$ cat src/rtl/lane_mux_pkg.sv
// Shared types and constants for the lane serializer.
package lane_mux_pkg;

   typedef enum logic {
      IDLE = 1'b0,
      SEND = 1'b1
   } state_t;

   localparam int DEF_NUM_LANES = 4;
   localparam int DEF_DATA_W    = 8;
   localparam int DEF_SKIP      = 0;
   localparam int FRAME_W       = 8;

   // Lane index never narrower than one bit.
   function automatic int idx_width(input int n);
      return (n > 2) ? $clog2(n) : 1;
   endfunction

endpackage

$ cat src/rtl/lane_mux_param_lane_pick.sv
// Priority finder: lowest valid lane above base (or at base when incl).
module lane_pick
   import lane_mux_pkg::*;
#(
   parameter int NUM_LANES = DEF_NUM_LANES,
   parameter int IDX_W     = idx_width(NUM_LANES)
) (
   input  logic [NUM_LANES-1:0] valid,
   input  logic [IDX_W-1:0]     base,
   input  logic                 incl,
   output logic [IDX_W-1:0]     idx,
   output logic                 none
);

   always_comb begin
      idx  = '0;
      none = 1'b1;
      for (int k = NUM_LANES - 1; k >= 0; k--) begin
         if (valid[k] && (k > int'(base) || (incl && k == int'(base)))) begin
            idx  = IDX_W'(k);
            none = 1'b0;
         end
      end
   end

endmodule

$ cat src/rtl/lane_mux_param.sv
// Serializes a parallel lane set onto one registered lane per cycle.
module lane_mux_param
   import lane_mux_pkg::*;
#(
   parameter int NUM_LANES    = DEF_NUM_LANES,
   parameter int DATA_W       = DEF_DATA_W,
   parameter int SKIP_INVALID = DEF_SKIP
) (
   input  logic                        clk,
   input  logic                        reset,
   input  logic [NUM_LANES*DATA_W-1:0] in_data,
   input  logic [NUM_LANES-1:0]        in_valid,
   input  logic                        in_load,
   output logic                        in_ready,
   output logic [DATA_W-1:0]           out_data,
   output logic                        out_valid,
   output logic [FRAME_W-1:0]          frame_cnt
);

   localparam int IW = idx_width(NUM_LANES);

   state_t                      state, state_n;
   logic [IW-1:0]               idx, idx_n;
   logic [NUM_LANES*DATA_W-1:0] hold_data, hold_data_n;
   logic [NUM_LANES-1:0]        hold_valid, hold_valid_n;
   logic [DATA_W-1:0]           od_n;
   logic                        ov_n;
   logic [IW-1:0]               first_idx, next_idx;
   logic                        first_none, next_none;
   logic                        last, accept;
   logic [1:0]                  cnt_inc;

   // Flat mode walks every lane; skip mode hops between valid lanes.
   generate
      if (SKIP_INVALID != 0) begin : g_skip
         lane_pick #(.NUM_LANES(NUM_LANES), .IDX_W(IW)) u_first (
            .valid (in_valid),
            .base  ('0),
            .incl  (1'b1),
            .idx   (first_idx),
            .none  (first_none)
         );
         lane_pick #(.NUM_LANES(NUM_LANES), .IDX_W(IW)) u_next (
            .valid (hold_valid),
            .base  (idx),
            .incl  (1'b0),
            .idx   (next_idx),
            .none  (next_none)
         );
      end else begin : g_flat
         assign first_idx  = '0;
         assign first_none = 1'b0;
         assign next_idx   = idx + IW'(1);
         assign next_none  = (idx == IW'(NUM_LANES - 1));
      end
   endgenerate

   assign last     = (state == SEND) && next_none;
   assign in_ready = (state == IDLE) || last;
   assign accept   = in_load && in_ready;

   always_comb begin
      state_n      = state;
      idx_n        = idx;
      hold_data_n  = hold_data;
      hold_valid_n = hold_valid;
      od_n         = '0;
      ov_n         = 1'b0;
      cnt_inc      = last ? 2'd1 : 2'd0;
      if (accept) begin
         hold_data_n  = in_data;
         hold_valid_n = in_valid;
         if (first_none) begin
            state_n = IDLE;
            idx_n   = '0;
            cnt_inc = cnt_inc + 2'd1;
         end else begin
            state_n = SEND;
            idx_n   = first_idx;
            ov_n    = in_valid[first_idx];
            od_n    = ov_n ? in_data[first_idx*DATA_W +: DATA_W] : '0;
         end
      end else if (state == SEND && !last) begin
         idx_n = next_idx;
         ov_n  = hold_valid[next_idx];
         od_n  = ov_n ? hold_data[next_idx*DATA_W +: DATA_W] : '0;
      end else begin
         state_n = IDLE;
         idx_n   = '0;
      end
   end

   always_ff @(posedge clk or negedge reset) begin
      if (!reset) begin
         state      <= IDLE;
         idx        <= '0;
         hold_data  <= '0;
         hold_valid <= '0;
         out_data   <= '0;
         out_valid  <= 1'b0;
         frame_cnt  <= '0;
      end else begin
         state      <= state_n;
         idx        <= idx_n;
         hold_data  <= hold_data_n;
         hold_valid <= hold_valid_n;
         out_data   <= od_n;
         out_valid  <= ov_n;
         frame_cnt  <= frame_cnt + FRAME_W'(cnt_inc);
      end
   end

endmodule

$ cat config.mk
export PLATFORM = sky130hd
export DESIGN_NAME = lane_mux_param
export DESIGN_NICKNAME = d
export VERILOG_FILES = /design/src/rtl/lane_mux_pkg.sv /design/src/rtl/lane_mux_param_lane_pick.sv /design/src/rtl/lane_mux_param.sv
export SDC_FILE = /design/constraint.sdc
export NUM_CORES = 1
export LEC_CHECK = 0
export CAP_MARGIN = 20
export CORE_ASPECT_RATIO = 1.5
export CORE_MARGIN = 8
export CORE_UTILIZATION = 40
export CTS_CLUSTER_DIAMETER = 60
export DETAILED_ROUTE_END_ITERATION = 10
export PLACE_DENSITY = 0.66
export SLEW_MARGIN = 20
export SYNTH_ARGS = -nofsm -noshare
export SYNTH_HDL_FRONTEND = slang
export SYNTH_SLANG_ARGS = --single-unit
$ cat constraint.sdc
create_clock -name clk -period 3.02 [get_ports clk]
set_input_delay 0.604 -clock clk [delete_from_list [all_inputs] [get_ports clk]]
set_output_delay 0.604 -clock clk [all_outputs]
set_load 0.005 [all_outputs]
# == Word-level counts from Yosys, hierarchy flattened ==
# Cells that the tools add are included.
# totals
register_bits,56
input_bits,39
out_inout_bits,18
wordCells,32
# op_classes
n_addsub,2
magnitude_cmp,1
eq_ne,2
n_shift,1
mux,13
n_bitwise,1
reduce_logical,5
# op_table
operator,count
$mux W8,4
$shiftx A32 B6 Y8,1
$add A8 B1 Y8,1
$mux W1,6
$mux W2,2
$logic_and A1 B1 Y1,3
$lt A2 B3 Y1 const B,1
$add A2 B1 Y2 const B,1
$bmux W1 S2,1
$eq A2 B2 Y1 const B,1
$ne A2 B2 Y1 const B,1
$logic_not A1 Y1,1
$logic_or A1 B1 Y1,1
$not A1 Y1,1

# == Longest topological paths before layout ==
# Gate-level depths: netlist of the first run.
# depth
depth_word,6
mapped_depth,7
mapped_depth_nobuf,7

# == Least setup slack after synthesis of the first run ==
# OpenSTA, ideal clock, no wires.
# synth_path
path_type,register -> register
startpoint,reg idx[0]
endpoint,reg frame_cnt[6]
setup_time_ns,0.080
arrival_time_ns,1.547
t_required_ns,2.940
setup_slack_ns,1.394
path_stages_with_launch,8
path_buffers,0
synth_period_minus_slack_ns,1.626
path_cell_list,dfrtp_1 ha_1 and2_1 ha_1 ha_1 and3_1 nand3_1 xnor2_1
# synth_between
elab_chain_cells,4
# synth_lines
item,line_no,text
from (decl),lane_mux_param.sv:23,"logic [IW-1:0] idx, idx_n;"
from (signal assigned),lane_mux_param.sv:104,idx <= idx_n;
$eq A2 B2 Y1,lane_mux_param.sv:54,assign next_none = (idx == IW'(NUM_LANES - 1));
$logic_and A1 B1 Y1,lane_mux_param.sv:58,assign last = (state == SEND) && next_none;
$mux W1,lane_mux_param.sv:69,cnt_inc = last ? 2'd1 : 2'd0;
$add A8 B1 Y8,lane_mux_param.sv:109,frame_cnt <= frame_cnt + FRAME_W'(cnt_inc);
to (signal assigned),lane_mux_param.sv:109,
to (decl),lane_mux_param.sv:17,output logic [FRAME_W-1:0] frame_cnt
# Every way passes these cells.
# A chain may end at the register's enable or synchronous reset.

# == Final worst setup path of the first run ==
# layout_path
startpoint,reg idx[0]
endpoint,out in_ready
# layout_between
elab_chain_cells,3
# layout_lines
item,line_no,text
$eq A2 B2 Y1,lane_mux_param.sv:54,
$logic_and A1 B1 Y1,lane_mux_param.sv:58,
$logic_or A1 B1 Y1,lane_mux_param.sv:59,assign in_ready = (state == IDLE) || last;
to (decl),lane_mux_param.sv:14,"output logic in_ready,"
# Every way passes these cells.

==> flow_summary.yaml, run 1 <==
synth:
  yosysMostFrequentCell: "dfrtp_1"
  ys_seq_area_frac: 0.580
  yosysTopAreaCellShare: 0.580
  syn-cell-area_mm2: 0.00241
  ys_seq_elements: 56
  ys_types: 26
  netlist_instances: 149
  synthTopCellsByCount: "56 x dfrtp_1, 34 x mux2_2, 8 x inv_1, 8 x mux4_1, 8 x o2bb2ai_1"
  ys.flop_type: "dfrtp_1"
  yosysTopAreaCell: "dfrtp_1"
  async_flop_share: 1.00
  ys_top_cells_by_area: "dfrtp_1 58%, mux2_2 16%, mux4_1 8.7%, o2bb2ai_1 2.9%, buf_6 1.9%"
  avgSynthCellArea_um2: 16.2
  ys.warnings.count: 0
  synth_fp_nets: 191
  synth_edf_count: 0
pwr:
  peakVddDrop_mv: 0.395
  intPower_uw: 2050
  switchingPower_uw: 913
  p_leak_uw: 0.00139
  power_frac_clock: 0.137
  p_sw_frac: 0.308
  p_comb_frac: 0.436
  seqPwrFrac: 0.427
  p_per_area_mw_per_mm2: 952
critical_path:
  critical_path.max_fanout: 5
  crit_chain: "ha_1 > nand2b_4 > clkdlybuf4s50_1"
  cp.required_ns: 2.42
  worst-path-buf-inv: 1
  slowest_stage: "clkdlybuf4s50_1"
  cp-end-kind: "output pin"
  worst_path_dominant_cell_family: "buffers and inverters"
  arrival_ns: 1.57
  slowest_delay_ns: 0.46
  startpoint_type: "flip-flop"
  critical_path_class: "flip-flop to output pin"
clocking:
  holdBufCountCts: 0
  clk_pin_slew_ns: 0.09
  worstSkewPairLatency_ns: 0.30
  cts_tree: "yes"
  numCtsBuffers: 5
  cts_root_buf: "clkbuf_8"
  clk_path_buf_depth: 2
  cts_resized: 0
  cts_setup_buffers: 0
  cts_sinks: 56
  ctsHtreeMaxLevel: 2
global_route:
  grt_pass1_vias: 1743
  grt_pass1_wl_um: 8420
  grtUsageTotal: 0.121
  antenna_found_initial: 0
  grt_max_degree: 37
  overflow: 0
timing:
  final.setup.worst_slack_ns: 0.841
  tightest_slew_ns: 0.520
  post-route-min-period_ns: 2.18
  fin_skew_ns: 0.00543
  grt_setup_unrepaired: "false"
  drv_slew: 0
  fmax_mhz: 459
  setup_viol: 0
  period_share: 0.722
  slew_headroom: 0.654
  setup_tns_ns: 0
  hold_viol: 0
placement:
  post-dp-hpwl_um: 3820
  io_buffers: 56
  gp_congestion: 0.688
  pre_cts_ws_ns: 0.990
  dp_cells: 274
finish:
  fin_cells: 282
  register_area_mm2: 0.00140
  fillCellCount: 478
  nNetsFinal: 251
  area_growth_pct: 29.1
  postLayoutCoreUtil: 0.535
  drive_above_1_share: 0.233
  multi_input_area_um2: 928
  diodes: 0
floorplan:
  dieHeight_um: 111
  dieArea_mm2: 0.00883
  rows: 34
  die_w_um: 79.4
  ios: 57
  start_util: 0.414
  core_area_mm2: 0.00583
drt:
  drtAntennaViolNets: 0
  routed_wl_um: 5050
  dr.pass1.iters: 4
  wl_per_cell_um: 17.9
  vias: 1427
  via_per_inst: 5.06
  drc: 0
  drt-initial-drc-count: 47
status:
  status: "complete, no violations"
hold_path:
  hold_path.class: "input port to async pin"
flow_run:
  max-cap-violations: 0
worst reg2reg max path, stage by stage (launching register included):
cell,delay [ns]
dfrtp_1,0.39
ha_1,0.48
nor3b_1,0.40
a22oi_4,0.21
o2bb2ai_1,0.19
logic make-up (layout without fill, tap and decap cells):
family	after synthesis	in the layout	synth area share
multiplexers	45	45	0.263
AND/OR/NAND/NOR	15	15	0.0435
buffers and inverters	14	75	0.0352
adder cells (fa/ha/maj)	3	3	0.0155
flip-flops	56	56	0.580
XOR/XNOR	6	6	0.0218
AO/OA/AOI/OAI	10	10	0.0409
worst paths after layout:
path	cells past startpoint	to	start	slack [ns]
hold / removal	1	frame_cnt[0]	reset	0.23
max in group asynchronous	2	hold_data[19]	reset	2.15
min in group clk	1	hold_valid[0]	hold_valid[0]	0.48
hold reg to reg	1	hold_valid[0]	hold_valid[0]	0.48
setup / recovery	3	in_ready	idx[0]	0.84
setup reg to reg	4	out_data[3]	idx[0]	1.28
state kept, by name, summed over array words and instances (netlist names):
name	cells
frame_cnt	8
hold_data	32
hold_valid	4
idx	2
out_data	8
out_valid	1
state	1
metrics by stage:
step	cell area [um2]	hold slack [ns]	total power, uW
after detailed placement	3030	0.460	2600
after global placement	3030	0.458	2530
final	3120	0.227	2970
after CTS	3120	0.236	3020
after global routing	3120	0.252	3180
after floorplan	2410	0.308	2170
cell type report:
class                   instances  share of cell area
repair buffers                 59               0.185
flip-flops and latches         56               0.449
clock buffers                   8              0.0289
inverters                       8             0.00963
well taps                      72              0.0289
multi-input cells              79               0.298
power by group through the flow:
stage	logic (uW)	clock network [uW]	registers [uW]
global placement	1270	0	1260
finish	1290	406	1270
floorplan	930	0	1240
global route	1420	447	1310
CTS	1320	424	1270
detailed placement	1320	0	1280
layout by cell type, fill, tap and decap left out, types with 3 or more instances in the layout:
cell             instances
buf_4                    3
clkbuf_8                 6
clkdlybuf4s50_1         55
dfrtp_1                 56
ha_1                     3
inv_1                    8
mux2_2                  34
mux4_1                   8
o2bb2ai_1                8
xnor2_1                  4
routing by layer:
layer  vias up  global-route usage  wire, um
met5         -                   0         0
met4         0              0.0484        67
met3         6              0.0333       267
met2        38               0.223      2830
met1       725               0.121      1880
li1        658                   -         -
(Power assumes the default switching activity.)
==> inputs of run 2 (changes only) <==
clock period = 2.19 ns   (was 3.02 ns; I/O delays follow)
==> flow_summary.yaml, run 2 (synthesis results as in run 1) <==
floorplan:
  dieArea_mm2: 0.00883
  die_w_um: 79.4
  core_area_mm2: 0.00583
  start_util: 0.414
  rows: 34
  dieHeight_um: 111
  ios: 57
timing:
  setup_viol: 0
  fin_skew_ns: 0.00669
  setup_tns_ns: 0
  post-route-min-period_ns: 2.01
  whs_ns: 0.105
  period_share: 0.919
  hold_viol: 0
  slew_headroom: 0.643
  tightest_slew_ns: 0.536
  grt_setup_unrepaired: "false"
  drv_slew: 0
  fmax_mhz: 497
global_route:
  grt_pass1_wl_um: 8250
  grt_pass1_vias: 1700
  grtUsageTotal: 0.119
  overflow: 0
  antenna_found_initial: 0
  grt_max_degree: 37
finish:
  nNetsFinal: 252
  area_growth_pct: 29.7
  fillCellCount: 515
  top_regs: "hold_data x32, frame_cnt x8, out_data x8"
  layout_common_cells: "56 x dfrtp_1, 55 x clkdlybuf4s50_1, 34 x mux2_2"
  diodes: 0
  final_common_cell: "dfrtp_1"
  fin_cells: 282
  drive_above_1_share: 0.243
  max_flop_register: "hold_data"
  largest_reg_flops: 32
critical_path:
  rr_worst_depth: 7
  critical_path_class: "flip-flop to output pin"
  cp-end-kind: "output pin"
  reg2reg_from: "idx[0]"
  critical_path.max_fanout: 5
  startpoint_type: "flip-flop"
  startpoint: "idx[0]"
  cp.required_ns: 1.75
  arrival_ns: 1.57
pwr:
  p_leak_uw: 0.00139
  peakVddDrop_mv: 0.638
  p_per_area_mw_per_mm2: 1320
drt:
  drt-initial-drc-count: 43
  wl_per_cell_um: 17.3
  vias: 1422
  dr.pass1.iters: 4
  drc: 0
  routed_wl_um: 4890
  via_per_inst: 5.04
  drtAntennaViolNets: 0
status:
  status: "complete, no violations"
clocking:
  ctsHtreeMaxLevel: 2
  holdBufCountCts: 0
  cts_tree: "yes"
  cts_sinks: 56
  worstSkewPairLatency_ns: 0.30
  clk_path_buf_depth: 2
  cts_root_buf: "clkbuf_8"
  numCtsBuffers: 5
  cts_setup_buffers: 0
  clk_pin_slew_ns: 0.09
  cts_resized: 0
flow_run:
  max-cap-violations: 0
hold_path:
  hold_path.class: "input port to async pin"
placement:
  io_buffers: 56
  post-dp-hpwl_um: 3780
  dp_cells: 275
  gp_congestion: 0.688
[run 2: cell types whose count changed in the layout (fill, tap and decap cells not counted)]
cell,previous run,this run
buf_4,3,4
clkbuf_1,2,0
clkbuf_8,6,7
[run 2: critical path: stages, from the launching register on]
cell and delay (ns):
dfrtp_1 0.40, ha_1 0.24, nand2b_4 0.18, clkdlybuf4s50_1 0.46
[run 2: path summary, 6_finish.rpt]
path | end | slack [ns]
setup / recovery | in_ready | 0.18
hold / removal | frame_cnt[0] | 0.11
setup reg to reg | frame_cnt[6] | 0.45
hold reg to reg | frame_cnt[7] | 0.48
max in group asynchronous | hold_data[13] | 1.46
min in group clk | frame_cnt[7] | 0.48
[run 2: per-layer routing]
layer	GRT usage	vias to the layer above	share of wire
met3	0.0357	6	0.056
li1	-	663	-
met5	0	-	0
met2	0.218	41	0.57
met1	0.123	712	0.36
met4	0.0373	0	0.012
[run 2: cell type report]
class	count	area, um2	share of cell area
flip-flops and latches	56	1400	0.447
multi-input cells	79	928	0.296
repair buffers	60	586	0.187
clock buffers	7	96.3	0.0308
well taps	72	90.1	0.0288
inverters	8	30.0	0.00959
[run 2: where the power goes]
group | internal [uW] | leakage [uW] | switching [uW] | total, uW
Sequential | 1510 | 0.000682 | 235 | 1750
Combinational | 1080 | 0.000662 | 714 | 1800
Clock | 282 | 0.0000503 | 294 | 576
Total | 2880 | 0.00139 | 1240 | 4120
[run 2: through the flow]
| stage | setup slack [ns] | area (um2) | util | power, uW |
|---|---|---|---|---|
| 6_report | 0.178 | 3130 | 0.537 | 4120 |
| 5_1_grt | 0.105 | 3130 | 0.537 | 4440 |
| 3_3_place_gp | 0.393 | 3040 | 0.521 | 3500 |
| 2_1_floorplan | 0.564 | 2410 | - | 2990 |
| 3_5_place_dp | 0.339 | 3040 | 0.521 | 3610 |
| 4_1_cts | 0.161 | 3130 | 0.537 | 4200 |
